--- config.mk ---
export PLATFORM = sky130hd
export DESIGN_NAME = ex_div_unit_flat
export DESIGN_NICKNAME = d
export VERILOG_FILES = /design/src/rtl/ex_div_unit_if.sv /design/src/rtl/ex_div_unit.sv /design/src/flat_wrapper.sv
export SDC_FILE = /design/constraint.sdc
export NUM_CORES = 1
export LEC_CHECK = 0
export ABC_CLOCK_PERIOD_IN_PS = 4950
export CAP_MARGIN = 5
export CORE_UTILIZATION = 46
export CTS_CLUSTER_SIZE = 28
export DETAILED_ROUTE_END_ITERATION = 10
export MAX_ROUTING_LAYER = met4
export PLACE_DENSITY = 0.76
export RECOVER_POWER = 25
export REMOVE_ABC_BUFFERS = 1
export SLEW_MARGIN = 30
export SYNTH_ARGS = -nofsm -noshare
export SYNTH_HDL_FRONTEND = slang
export SYNTH_SLANG_ARGS = --single-unit
--- constraint.sdc ---
create_clock -name clk -period 4.95 [get_ports clk]
set_input_delay 0.7425 -clock clk [delete_from_list [all_inputs] [get_ports clk]]
set_output_delay 0.7425 -clock clk [all_outputs]
set_load 0.01 [all_outputs]
--- src/rtl/ex_div_unit_if.sv ---
// rtl/ex_div_unit_if.sv - request/result bundle between EX stage, controller and divider
//
// Signals:
//   flush           controller -> divider  abort any divide in progress
//   div_start       EX -> divider          DIV/DIVU held in EX
//   div_signed      EX -> divider          1 = DIV, 0 = DIVU
//   dividend        EX -> divider          dividend operand
//   divisor         EX -> divider          divisor operand
//   result_lo       divider -> EX          quotient
//   result_hi       divider -> EX          remainder
//   div_ready       divider -> EX          one-cycle result-valid pulse
//   stallreq_for_ex divider -> controller  hold the pipeline
interface ex_div_unit_if #(
    parameter int WIDTH = 32
);
    logic             flush;
    logic             div_start;
    logic             div_signed;
    logic [WIDTH-1:0] dividend;
    logic [WIDTH-1:0] divisor;
    logic [WIDTH-1:0] result_lo;
    logic [WIDTH-1:0] result_hi;
    logic             div_ready;
    logic             stallreq_for_ex;

    modport master (
        output flush, div_start, div_signed, dividend, divisor,
        input  result_lo, result_hi, div_ready, stallreq_for_ex
    );

    modport slave (
        input  flush, div_start, div_signed, dividend, divisor,
        output result_lo, result_hi, div_ready, stallreq_for_ex
    );
endinterface

--- src/rtl/ex_div_unit.sv ---
// rtl/ex_div_unit.sv - iterative radix-2 signed/unsigned divider for the EX stage
//
// Ports:
//   clk     clock, rising edge
//   resetn  asynchronous active-low reset
//   bus     ex_div_unit_if.slave: operands/start/flush in, quotient/remainder/ready/stall out
module ex_div_unit #(
    parameter int WIDTH = 32
) (
    input  logic         clk,
    input  logic         resetn,
    ex_div_unit_if.slave bus
);
    localparam int CW = $clog2(WIDTH);

    typedef enum logic [1:0] {
        S_IDLE = 2'd0,
        S_ON   = 2'd1,
        S_DBZ  = 2'd2,
        S_END  = 2'd3
    } state_t;

    state_t state;
    state_t state_nxt;

    logic [CW-1:0]    cnt;
    logic [2*WIDTH:0] work;        // {partial remainder (WIDTH+1), quotient/dividend (WIDTH)}
    logic [WIDTH-1:0] divisor_abs;
    logic             q_neg;
    logic             r_neg;
    logic [WIDTH-1:0] result_lo;
    logic [WIDTH-1:0] result_hi;
    logic             div_ready;
    logic             stallreq;

    logic [WIDTH-1:0] dividend_abs_in;
    logic [WIDTH-1:0] divisor_abs_in;
    logic [2*WIDTH:0] shifted;
    logic [WIDTH:0]   partial;
    logic [WIDTH:0]   diff;
    logic             ge;
    logic [2*WIDTH:0] work_step;
    logic [WIDTH-1:0] q_mag;
    logic [WIDTH-1:0] r_mag;
    logic             last_iter;

    // State register
    always_ff @(posedge clk or negedge resetn) begin
        if (!resetn) begin
            state <= S_IDLE;
        end else begin
            state <= state_nxt;
        end
    end

    // Next-state logic; flush overrides everything, including a start in IDLE
    always_comb begin
        state_nxt = state;
        if (bus.flush) begin
            state_nxt = S_IDLE;
        end else begin
            case (state)
                S_IDLE: if (bus.div_start) state_nxt = (bus.divisor == '0) ? S_DBZ : S_ON;
                S_ON:   if (last_iter) state_nxt = S_END;
                S_DBZ:  state_nxt = S_END;
                S_END:  state_nxt = S_IDLE;
                default: state_nxt = S_IDLE;
            endcase
        end
    end

    // Outputs; stall drops in END so the instruction leaves EX at the end of that cycle
    always_comb begin
        div_ready = (state == S_END);
        stallreq  = resetn && !bus.flush &&
                    (((state == S_IDLE) && bus.div_start) || (state == S_ON) || (state == S_DBZ));
    end

    assign bus.div_ready       = div_ready;
    assign bus.stallreq_for_ex = stallreq;
    assign bus.result_lo       = result_lo;
    assign bus.result_hi       = result_hi;

    // Magnitudes at start; signed 0x80000000 negates to itself, which is the correct unsigned magnitude
    assign dividend_abs_in = (bus.div_signed && bus.dividend[WIDTH-1]) ? -bus.dividend : bus.dividend;
    assign divisor_abs_in  = (bus.div_signed && bus.divisor[WIDTH-1])  ? -bus.divisor  : bus.divisor;

    // One shift-subtract step; a bit shifted out of the top would mean the remainder already exceeds any divisor
    assign shifted   = {work[2*WIDTH-1:0], 1'b0};
    assign partial   = shifted[2*WIDTH:WIDTH];
    assign ge        = work[2*WIDTH] || (partial >= {1'b0, divisor_abs});
    assign diff      = partial - {1'b0, divisor_abs};
    assign work_step = ge ? {diff, shifted[WIDTH-1:1], 1'b1} : shifted;
    assign q_mag     = work_step[WIDTH-1:0];
    assign r_mag     = work_step[2*WIDTH-1:WIDTH];
    assign last_iter = (cnt == CW'(WIDTH - 1));

    // Datapath and result registers
    always_ff @(posedge clk or negedge resetn) begin
        if (!resetn) begin
            cnt         <= '0;
            work        <= '0;
            divisor_abs <= '0;
            q_neg       <= 1'b0;
            r_neg       <= 1'b0;
            result_lo   <= '0;
            result_hi   <= '0;
        end else if (bus.flush) begin
            cnt <= '0;
        end else begin
            case (state)
                S_IDLE: begin
                    if (bus.div_start) begin
                        cnt         <= '0;
                        divisor_abs <= divisor_abs_in;
                        q_neg       <= bus.div_signed & (bus.dividend[WIDTH-1] ^ bus.divisor[WIDTH-1]);
                        r_neg       <= bus.div_signed & bus.dividend[WIDTH-1];
                        // Divide by zero returns the raw dividend, so keep it unmodified in that case
                        work        <= {{(WIDTH+1){1'b0}},
                                        (bus.divisor == '0) ? bus.dividend : dividend_abs_in};
                    end
                end
                S_ON: begin
                    work <= work_step;
                    cnt  <= cnt + 1'b1;
                    if (last_iter) begin
                        result_lo <= q_neg ? -q_mag : q_mag;
                        result_hi <= r_neg ? -r_mag : r_mag;
                    end
                end
                S_DBZ: begin
                    result_lo <= '1;
                    result_hi <= work[WIDTH-1:0];
                end
                default: ;
            endcase
        end
    end
endmodule

--- src/flat_wrapper.sv ---
// flat-port wrapper written by rule: the top's interface ports become plain ports
module ex_div_unit_flat 
#(
    parameter int WIDTH = 32
)
  (clk, resetn, bus_flush, bus_div_start, bus_div_signed, bus_dividend, bus_divisor, bus_result_lo, bus_result_hi, bus_div_ready, bus_stallreq_for_ex);
  ex_div_unit_if #(.WIDTH(WIDTH)) bus_i ();
  input  logic clk;
  input  logic resetn;
  input wire logic [$bits(bus_i.flush)-1:0] bus_flush;
  input wire logic [$bits(bus_i.div_start)-1:0] bus_div_start;
  input wire logic [$bits(bus_i.div_signed)-1:0] bus_div_signed;
  input wire logic [$bits(bus_i.dividend)-1:0] bus_dividend;
  input wire logic [$bits(bus_i.divisor)-1:0] bus_divisor;
  output wire logic [$bits(bus_i.result_lo)-1:0] bus_result_lo;
  output wire logic [$bits(bus_i.result_hi)-1:0] bus_result_hi;
  output wire logic [$bits(bus_i.div_ready)-1:0] bus_div_ready;
  output wire logic [$bits(bus_i.stallreq_for_ex)-1:0] bus_stallreq_for_ex;
  assign bus_i.flush = bus_flush;
  assign bus_i.div_start = bus_div_start;
  assign bus_i.div_signed = bus_div_signed;
  assign bus_i.dividend = bus_dividend;
  assign bus_i.divisor = bus_divisor;
  assign bus_result_lo = bus_i.result_lo;
  assign bus_result_hi = bus_i.result_hi;
  assign bus_div_ready = bus_i.div_ready;
  assign bus_stallreq_for_ex = bus_i.stallreq_for_ex;
  ex_div_unit #(.WIDTH(WIDTH)) u_core (.clk(clk), .resetn(resetn), .bus(bus_i));
endmodule
==> impl_metrics.tcl, run 1 <==
set metrics [dict create \
    status "finished with violations" \
    violations "max-capacitance violations, max-slew violations" \
    cts_buffer_depth 2 \
    clock-sinks 170 \
    synthesis.area_sq_mm 0.0125 \
    grt_max_degree 78 \
    slew_viol_final 64 \
    power_mw 12.8 \
    root_buffer "clkbuf_16" \
    max_cap_viol_count 1 \
    min_path_type "in -> async" \
    initial_core_util_pct 47.3 \
    p_int_mw 6.29 \
    area_growth_pct 19.3 \
    drc 0 \
    overflow 0 \
    grt_pass1_vias 11300 \
    synth_top_cells_by_area "dfrtp_1 34%, o21ai_0 7.2%, a21oi_1 6.1%" \
    dp.cells 1999 \
    fmax_ghz 0.215 \
    layout_common_cells "200 x nand2_1, 179 x o21ai_0, 169 x dfrtp_1, 160 x nor2_1, 150 x a21oi_1" \
    finalCritPeriodShare_pct 94.0 \
    ys_ff_latch 170 \
    vias_per_cell 5.98 \
    final_common_cell "nand2_1" \
    portBuffers 134 \
    cts_buffers 17 \
    power_frac_seq_pct 20.7 \
    start_kind "flop" \
    layout-drive-gt1-share_pct 7.72 \
    synth_area_leader_cell "dfrtp_1" \
    diodes 0 \
    relSlewSlack_pct -10.4 \
    critical_path.max_stage_delay_ps 460 \
    dieWidth_microns 167 \
    combPwrFrac_pct 68.9 \
    drtAntennaViolNets 0 \
    dieArea_sq_mm 0.0278 \
    syn_inst 1579 \
    powerDensity_mw_per_mm2 860 \
    p_leak_nw 6.26 \
    clk_latency_ps 430 \
    routed_wirelength_mm 36.8 \
    fin_crit_ps 4650 \
    switching_share_pct 50.9 \
    ys_seq_area_share_pct 34.1 \
    cp_cell_sequence "ha_1 -> buf_4 -> nand4_1 -> or3_1 -> o21a_1 -> nand3_2 -> inv_2 -> mux2_2 -> ha_1 -> nand2_1 -> or2_2 -> or4_1 -> nor4_1 -> a31oi_1 -> nor3_2 -> nand2_2 -> o31ai_2 -> xor2_1 -> o22ai_1" \
    crit_arrival_ps 4950 \
    wire_per_inst_microns 18.1 \
    nNetsFinal 1796 \
    grt_antenna_before_repair 0 \
    synth_top_area_share_pct 34.1 \
    criticalPathCategory "reg -> reg" \
    endpoint_kind "flop" \
    grt_pass1_wl_mm 60.3 \
    reg2reg_slack_ps 300 \
    ys.flop_type "dfrtp_1" \
    dp_hpwl_mm 27.7 \
    synth-edff-count 0 \
    synth_cell_types 81 \
    h-tree-depth 4 \
    cts_tree "done" \
    clk_pin_slew_ps 80 \
    async_reset_ff_share_pct 100 \
    fin_worst_skew_ps 12.1 \
    layout.cells.non_filler 2032 \
    first_pass_iters 7 \
    path_max_fanout 6 \
    drt_iter0_drc 1102 \
    grt_usage_pct 27.6 \
    r2r_cells 19 \
    final_util_pct 56.4 \
    core_sq_mm 0.0264 \
    vias 12200 \
    rows 59 \
    grt_setup_unrepaired "false" \
    hold_buffers 0 \
    setup-violations-final 0 \
    die_h_microns 167 \
    postSynthAreaPerCell_sq_um 7.90 \
    p_switching_mw 6.51 \
    critPathRequiredTime_ps 5250 \
    crit_path_frequent_cell "ha_1" \
    place.gp.congestion 0.948 \
    hold_ws_ps 241 \
    vdd_drop_max_mv 0.471 \
    pwr-share-clk_pct 10.5 \
    slowest_stage "dfrtp_1" \
    yosysWarnings 0 \
    tightestPinTransition_ps 1660 \
    finalHoldViolCount 0 \
    ioPinCount 135 \
]
power groups by stage:
stage	clock network [mW]	registers, mW	logic (mW)
floorplan	0	2.59	5.79
global placement	0	2.63	8.44
detailed placement	0	2.65	8.51
CTS	1.36	2.63	8.59
global route	1.41	2.72	9.73
finish	1.34	2.64	8.82
routing by layer:
| layer | vias to the layer above | global-route usage [%] | part of all wire [%] |
|---|---|---|---|
| met5 | - | - | 0 |
| met3 | 49 | 3.14 | 5.7 |
| met2 | 436 | 44.1 | 48 |
| met4 | 0 | 7.73 | 2.2 |
| li1 | 5833 | - | - |
| met1 | 5834 | 37.0 | 45 |
sequential cells by signal, summed over array words and instances, names as in the netlist:
name,count
u_core.work,65
u_core.bus.result_hi,32
u_core.bus.result_lo,32
u_core.divisor_abs,32
u_core.cnt,5
u_core.state,2
u_core.q_neg,1
u_core.r_neg,1
metrics by stage:
stage	TNS [ps]	area, sq um	setup slack [ps]
6_report	0	14900	296
5_1_grt	0	14900	9.50
4_1_cts	0	14800	101
3_5_place_dp	0	14200	109
3_3_place_gp	0	14200	242
2_1_floorplan	-12780	12100	-933
synth_stat cells (4+ instances only):
| library cell | instances |
|---|---|
| nor3b_1 | 5 |
| a22oi_1 | 4 |
| a21oi_1 | 152 |
| o21ai_0 | 180 |
| and2_1 | 15 |
| o21bai_1 | 4 |
| o22ai_1 | 6 |
| mux2i_1 | 14 |
| o211ai_1 | 9 |
| a31oi_1 | 17 |
| nor3_1 | 23 |
| o21a_1 | 14 |
| clkbuf_1 | 71 |
| o31ai_1 | 23 |
| nand3_1 | 16 |
| a221oi_1 | 5 |
| ha_1 | 42 |
| a211oi_1 | 11 |
| nand4_1 | 17 |
| mux2_2 | 4 |
| or4_1 | 20 |
| xor2_1 | 82 |
| nand2_1 | 201 |
| or2_2 | 11 |
| o31a_1 | 4 |
| buf_2 | 6 |
| a2111oi_0 | 5 |
| o21ai_1 | 6 |
| nand2b_1 | 10 |
| or3_1 | 19 |
| a21o_1 | 15 |
| nor2_1 | 161 |
| a21boi_0 | 4 |
| inv_1 | 55 |
| a22o_1 | 8 |
| o41ai_1 | 15 |
| nor4_1 | 12 |
| and3_1 | 7 |
| xnor2_1 | 64 |
| dfrtp_1 | 170 |
| buf_1 | 13 |
kinds of logic (layout without fill, tap and decap cells):
kind of cell | Yosys count | after routing | share of synthesized area [%]
flops | 170 | 170 | 34.1
simple gates | 540 | 540 | 20.3
fa+ha+maj | 43 | 43 | 4.37
mux | 18 | 18 | 1.48
buf+inv | 148 | 266 | 4.54
compound gates | 514 | 514 | 25.0
xor+xnor | 146 | 146 | 10.3
repair_timing:
item | CTS | global route
setup endpoints to repair | 0 | 8
setup buffers | 0 | 1
gates resized for setup | 0 | 17
critical path, delay by kind of cell, from the launching register on:
kind	cells	cell delay [ps]
adders and majority gates	2	590
and+or+nand+nor	9	2100
DFF	1	460
AOI/OAI and AO/OA	4	700
muxes	1	260
xor gates and xnor gates	1	170
buffers and inverters	2	240
path summary, 6_finish.rpt:
path,from,endpoint
setup / recovery,u_core.work[43]$_DFFE_PN0P_,u_core.bus.result_hi[30]$_DFFE_PN0P_
hold / removal,resetn,u_core.bus.result_lo[29]$_DFFE_PN0P_
setup reg to reg,u_core.work[43]$_DFFE_PN0P_,u_core.bus.result_hi[30]$_DFFE_PN0P_
hold reg to reg,u_core.divisor_abs[24]$_DFFE_PN0P_,u_core.divisor_abs[24]$_DFFE_PN0P_
max in group asynchronous,resetn,u_core.work[35]$_DFFE_PN0P_
min in group clk,u_core.divisor_abs[24]$_DFFE_PN0P_,u_core.divisor_abs[24]$_DFFE_PN0P_
cell type report:
type | instances | area [sq um]
fillers | 2409 | 11500
inverters | 56 | 210
repair buffers | 178 | 1670
clock inverters | 14 | 151
well taps | 335 | 419
flip-flops and latches | 170 | 4260
clock buffers | 18 | 439
multi-input cells | 1261 | 7730
(Power assumes the default switching activity.)
==> run 2, diff against run 1 <==
--- a/config.mk
+++ b/config.mk
@@ -11,7 +11,7 @@
 export CTS_CLUSTER_SIZE = 28
 export DETAILED_ROUTE_END_ITERATION = 10
 export MAX_ROUTING_LAYER = met4
-export PLACE_DENSITY = 0.76
+export PLACE_DENSITY = 0.67
 export RECOVER_POWER = 25
 export REMOVE_ABC_BUFFERS = 1
 export SLEW_MARGIN = 30
==> run 2 against run 1 <==
The run still ends with max-capacitance violations, max-slew violations left. Critical path type unchanged. Fmax decreased by 0.65%. Die area unchanged. Critical path depth is the same. Via count is 1.1% lower. Clock power rose by 6%. Setup slack got worse by 30 ps. Combinational power is 1% higher. Clock skew about the same. Global-route usage is 0.61 points higher. Count of clock-buffer cells in the layout fell by 1. Sequential cell count stayed put. Final cell count about the same.
==> impl_metrics.tcl, run 2 (synthesis gave the netlist of run 1 again) <==
set metrics [dict create \
    regMostFlops "u_core.work" \
    cp_cell_sequence "ha_2 -> and3_2 -> nand4_1 -> or3_1 -> o21a_1 -> nand3_2 -> inv_2 -> mux2i_2 -> ha_1 -> nand2_1 -> or2_2 -> or4_1 -> nor4_2 -> a31oi_1 -> nor3_2 -> nand2_2 -> o31ai_2 -> xor2_1 -> o22ai_1" \
    criticalPathCategory "reg -> reg" \
    area_growth_pct 19.7 \
    violations "max-capacitance violations, max-slew violations" \
    dpl_cell_area_sq_mm 0.0142 \
    cts_buffers 17 \
    layout_common_cells "200 x nand2_1, 177 x o21ai_0, 168 x dfrtp_1, 160 x nor2_1, 151 x a21oi_1" \
    drc 0 \
    routed_wirelength_mm 37.7 \
    grt_antenna_before_repair 0 \
    first_pass_iters 5 \
    p_leak_nw 6.28 \
    portBuffers 134 \
    finalHoldViolCount 0 \
    h-tree-depth 4 \
    path_buf_inv 1 \
    final_common_cell "nand2_1" \
    cts_buffer_depth 2 \
    initial_core_util_pct 47.3 \
    core_sq_mm 0.0264 \
    crit_arrival_ps 5000 \
    fmax_ghz 0.213 \
    root_buffer "clkbuf_16" \
    fin_worst_skew_ps 12.6 \
    diodes 0 \
    largest_reg_flops 65 \
    grt_pass1_vias 11500 \
    clock-sinks 170 \
    path_max_fanout 8 \
    dieWidth_microns 167 \
    ioPinCount 135 \
    cp_top_family "simple AND/OR/NAND/NOR gates" \
    status "finished with violations" \
    overflow 0 \
    vias 12000 \
    die_h_microns 167 \
    place.gp.congestion 0.951 \
    dieArea_sq_mm 0.0278 \
    vdd_drop_max_mv 0.544 \
    critPathRequiredTime_ps 5270 \
    n_fill_cell 2490 \
    slowest_stage "or4_1" \
    endpoint_kind "flop" \
    dp_hpwl_mm 28.5 \
    clk_latency_ps 440 \
    min_path_type "reg -> reg" \
    slew_viol_final 116 \
    layout.cells.non_filler 2034 \
    powerDensity_mw_per_mm2 868 \
    tightestPinTransition_ps 2210 \
    grt_pass1_wl_mm 61.2 \
    drtAntennaViolNets 0 \
    grt_max_degree 78 \
    drt_iter0_drc 933 \
    relSlewSlack_pct -47.6 \
    nNetsFinal 1798 \
    clk_pin_slew_ps 80 \
    wire_per_inst_microns 18.5 \
    layout-drive-gt1-share_pct 7.95 \
    cts_tree "done" \
    critical_path.max_stage_delay_ps 450 \
    final_util_pct 56.6 \
    fin_tns_setup_ps 0 \
    fin_crit_ps 4680 \
    start_kind "flop" \
    vias_per_cell 5.91 \
    setup-violations-final 0 \
    max_cap_viol_count 2 \
    design_area_sq_mm 0.0149 \
    hold_buffers 0 \
    finalCritPeriodShare_pct 94.6 \
    dp.cells 2001 \
    grt_usage_pct 28.2 \
    rows 59 \
]
run 2: power by group:
group          internal (mW)  switching [mW]
Combinational           3.61            5.31
Clock                  0.768           0.653
Sequential              2.00           0.618
Total                   6.37            6.58
run 2: worst min-delay path, cell delays in order, from the launching register on:
cell     delay [ps]
dfrtp_1         340
nand2_1          50
o21ai_0          60
run 2: path summary, 6_finish.rpt:
check	from	end	slack [ps]	cells after the start
setup reg to reg	u_core.work[35]$_DFFE_PN0P_	u_core.bus.result_hi[30]$_DFFE_PN0P_	270	19
max in group asynchronous	resetn	u_core.work[37]$_DFFE_PN0P_	1100	2
hold reg to reg	u_core.divisor_abs[3]$_DFFE_PN0P_	u_core.divisor_abs[3]$_DFFE_PN0P_	480	2
setup / recovery	u_core.work[35]$_DFFE_PN0P_	u_core.bus.result_hi[30]$_DFFE_PN0P_	270	19
hold / removal	u_core.divisor_abs[3]$_DFFE_PN0P_	u_core.divisor_abs[3]$_DFFE_PN0P_	480	2
min in group asynchronous	resetn	u_core.divisor_abs[6]$_DFFE_PN0P_	950	1
run 2: repair_timing:
| action | in CTS | in global routing |
|---|---|---|
| gates resized for setup | 0 | 23 |
| setup endpoints to repair | 0 | 7 |
| buffers inserted | 0 | 1 |
run 2: layout make-up:
| cell class | count | area [sq um] | share of cell area (%) |
|---|---|---|---|
| sequential | 170 | 4260 | 28.5 |
| inverter | 56 | 210 | 1.41 |
| clock inverter | 15 | 180 | 1.21 |
| multi-input combinational | 1261 | 7750 | 52.0 |
| tap | 335 | 419 | 2.81 |
| timing repair buffer | 180 | 1680 | 11.2 |
| clock buffer | 17 | 425 | 2.85 |
run 2: metrics by stage:
stage	hold slack [ps]	total power [mW]	setup WS (ps)
after floorplan	442	8.38	-933
after global placement	463	11.2	239
after detailed placement	470	11.3	143
after CTS	210	12.7	113
after global routing	508	14.0	-44.1
final	482	13.0	266
run 2: layer usage:
metal	vias to the layer above	share of wire [%]	routed length (microns)	track usage (%)
met5	-	0	0	-
met4	0	2.6	997	9.42
met3	65	3.7	1380	3.21
met2	312	47	17700	45.0
met1	5817	47	17600	37.3
li1	5828	-	-	-
==> run 3, diff against run 2 <==
--- a/config.mk
+++ b/config.mk
@@ -10,6 +10,7 @@
 export CORE_UTILIZATION = 46
 export CTS_CLUSTER_SIZE = 28
 export DETAILED_ROUTE_END_ITERATION = 10
+export HOLD_SLACK_MARGIN = 0.02
 export MAX_ROUTING_LAYER = met4
 export PLACE_DENSITY = 0.67
 export RECOVER_POWER = 25
==> constraint.sdc (replaced) <==
create_clock -name clk -period 4.95 [get_ports clk]
set_input_delay 0.7425 -clock clk [delete_from_list [all_inputs] [get_ports clk]]
set_output_delay 0.7425 -clock clk [all_outputs]
set_load 0.05 [all_outputs]
==> run 3 against run 2 <==
The flow still finishes with violations (max-capacitance violations, max-slew violations). Register-to-register slack barely moved. Final cell count hardly changed. Worst hold slack better by 1.8 ps. Die area unchanged. Critical path depth grew 1. Fmax about the same. Clock skew up 8.6 ps. Critical path type unchanged. Utilization barely moved. Count of clock-buffer cells in the layout is 1 higher. Cell area is essentially flat. Sequential share of layout area about the same.
==> impl_metrics.tcl, run 3 (synthesis gave the netlist of run 1 again) <==
set metrics [dict create \
    clk_pin_slew_ps 70 \
    drc 0 \
    cts_buffer_depth 2 \
    slowest_stage "dfrtp_1" \
    status "finished with violations" \
    crit_path_frequent_cell "ha_1" \
    diodes 0 \
    setup-violations-final 0 \
    tightestPinTransition_ps 2100 \
    criticalPathCategory "reg -> reg" \
    finalCritPeriodShare_pct 94.7 \
    routed_wirelength_mm 37.8 \
    fin_worst_skew_ps 21.2 \
    clock-sinks 170 \
    grt_pass1_vias 11600 \
    layout_common_cells "200 x nand2_1, 180 x o21ai_0, 167 x dfrtp_1, 160 x nor2_1, 150 x a21oi_1" \
    start_kind "flop" \
    fmax_ghz 0.213 \
    seq_area_sq_mm 0.00426 \
    slew_viol_final 67 \
    core_sq_mm 0.0264 \
    grt_antenna_before_repair 0 \
    path_max_fanout 4 \
    final_util_pct 56.6 \
    min_path_type "reg -> reg" \
    multi_input_area_sq_mm 0.00780 \
    crit_arrival_ps 4990 \
    final_common_cell "nand2_1" \
    critPathRequiredTime_ps 5250 \
    wire_per_inst_microns 18.6 \
    n_fill_cell 2520 \
    drt_iter0_drc 827 \
    drtAntennaViolNets 0 \
    dieWidth_microns 167 \
    relSlewSlack_pct -39.7 \
    place.gp.congestion 0.973 \
    largest_reg_flops 65 \
    finalHoldViolCount 0 \
    nNetsFinal 1798 \
    regMostFlops "u_core.work" \
    die_h_microns 167 \
    ioPinCount 135 \
    first_pass_iters 5 \
    grt_max_degree 69 \
    dp_hpwl_mm 28.3 \
    clk_latency_ps 440 \
    overflow 0 \
    h-tree-depth 4 \
    violations "max-capacitance violations, max-slew violations" \
    root_buffer "clkbuf_16" \
    cts_buffers 17 \
    rows 59 \
    hold_buffers 0 \
    cp_cell_sequence "ha_1 -> a21oi_1 -> o21ai_0 -> a221oi_1 -> buf_4 -> o21a_1 -> nand3_2 -> inv_2 -> mux2i_1 -> ha_1 -> nand2_1 -> or2_2 -> or4_1 -> nor4_2 -> a31oi_1 -> nor3_2 -> nand2_2 -> o31ai_2 -> xor2_1 -> o22ai_1" \
    grt_pass1_wl_mm 61.7 \
    endpoint_kind "flop" \
    portBuffers 134 \
    fin_crit_ps 4690 \
    vias_per_cell 5.90 \
    cts_tree "done" \
    grt_usage_pct 28.5 \
    layout-drive-gt1-share_pct 8.19 \
    vias 12000 \
    dieArea_sq_mm 0.0278 \
    area_growth_pct 19.7 \
    max_cap_viol_count 2 \
    initial_core_util_pct 47.3 \
    critical_path.max_stage_delay_ps 430 \
    hold_ws_ps 484 \
]
[run 3: cell count changes in the layout (fill, tap and decap cells not counted), moves of 2 or more]
cell        previous run  this run
ha_1                  35        31
clkinv_4               3         1
inv_6                  5         3
o21ai_0              177       180
ha_4                   3         6
bufinv_16              2         0
clkinvlp_4             0         3
o21ai_1                8         5
[run 3: cell type report]
type | instances | area share, %
Clock inverter | 13 | 0.872
Inverter | 56 | 1.41
Multi-Input combinational cell | 1261 | 52.2
Clock buffer | 18 | 2.94
Sequential cell | 170 | 28.5
Tap cell | 335 | 2.81
Timing Repair Buffer | 180 | 11.2
[run 3: metal layers]
layer	wire length [microns]	global-route usage, %	vias up
met4	673	7.85	0
met3	1980	3.26	46
met1	17000	37.2	5755
met5	0	-	-
li1	-	-	5851
met2	18100	46.8	333
[run 3: worst max-delay path: cells and delay by family, from the launching register on]
kind	cells	cell delay [ps]
adder cells (fa/ha/maj)	2	520
flip-flops	1	430
multiplexers	1	260
AO/OA/AOI/OAI	7	1350
buffers and inverters	2	290
XOR/XNOR	1	170
AND/OR/NAND/NOR	7	1540
[run 3: final timing paths]
path | from | to | slack, ps | cells past startpoint
max | u_core.work[57]$_DFFE_PN0P_ | u_core.bus.result_hi[30]$_DFFE_PN0P_ | 260 | 20
min | u_core.divisor_abs[15]$_DFFE_PN0P_ | u_core.divisor_abs[15]$_DFFE_PN0P_ | 480 | 2
max reg2reg | u_core.work[57]$_DFFE_PN0P_ | u_core.bus.result_hi[30]$_DFFE_PN0P_ | 260 | 20
min reg2reg | u_core.divisor_abs[15]$_DFFE_PN0P_ | u_core.divisor_abs[15]$_DFFE_PN0P_ | 480 | 2
max in group asynchronous | resetn | u_core.work[42]$_DFFE_PN0P_ | 870 | 3
min in group asynchronous | resetn | u_core.divisor_abs[2]$_DFFE_PN0P_ | 890 | 1
[run 3: per-stage QoR]
stage	setup slack, ps	std cells	TNS, ps	area (sq um)
floorplan	-933	1487	-12780	12100
global placement	233	2000	0	14200
detailed placement	131	2000	0	14200
CTS	72.4	2031	0	14800
finish	262	2033	0	14900
global route	-41.3	2033	-41.3	14900
[run 3: repair_timing]
item / CTS / global route
setup buffers: 0 / 2
gates resized for setup: 0 / 30
endpoints found under the setup margin: 0 / 5
Power of run 3 is not shown: default switching activity piles up to over one toggle a cycle in this logic, so the estimate is an artifact.
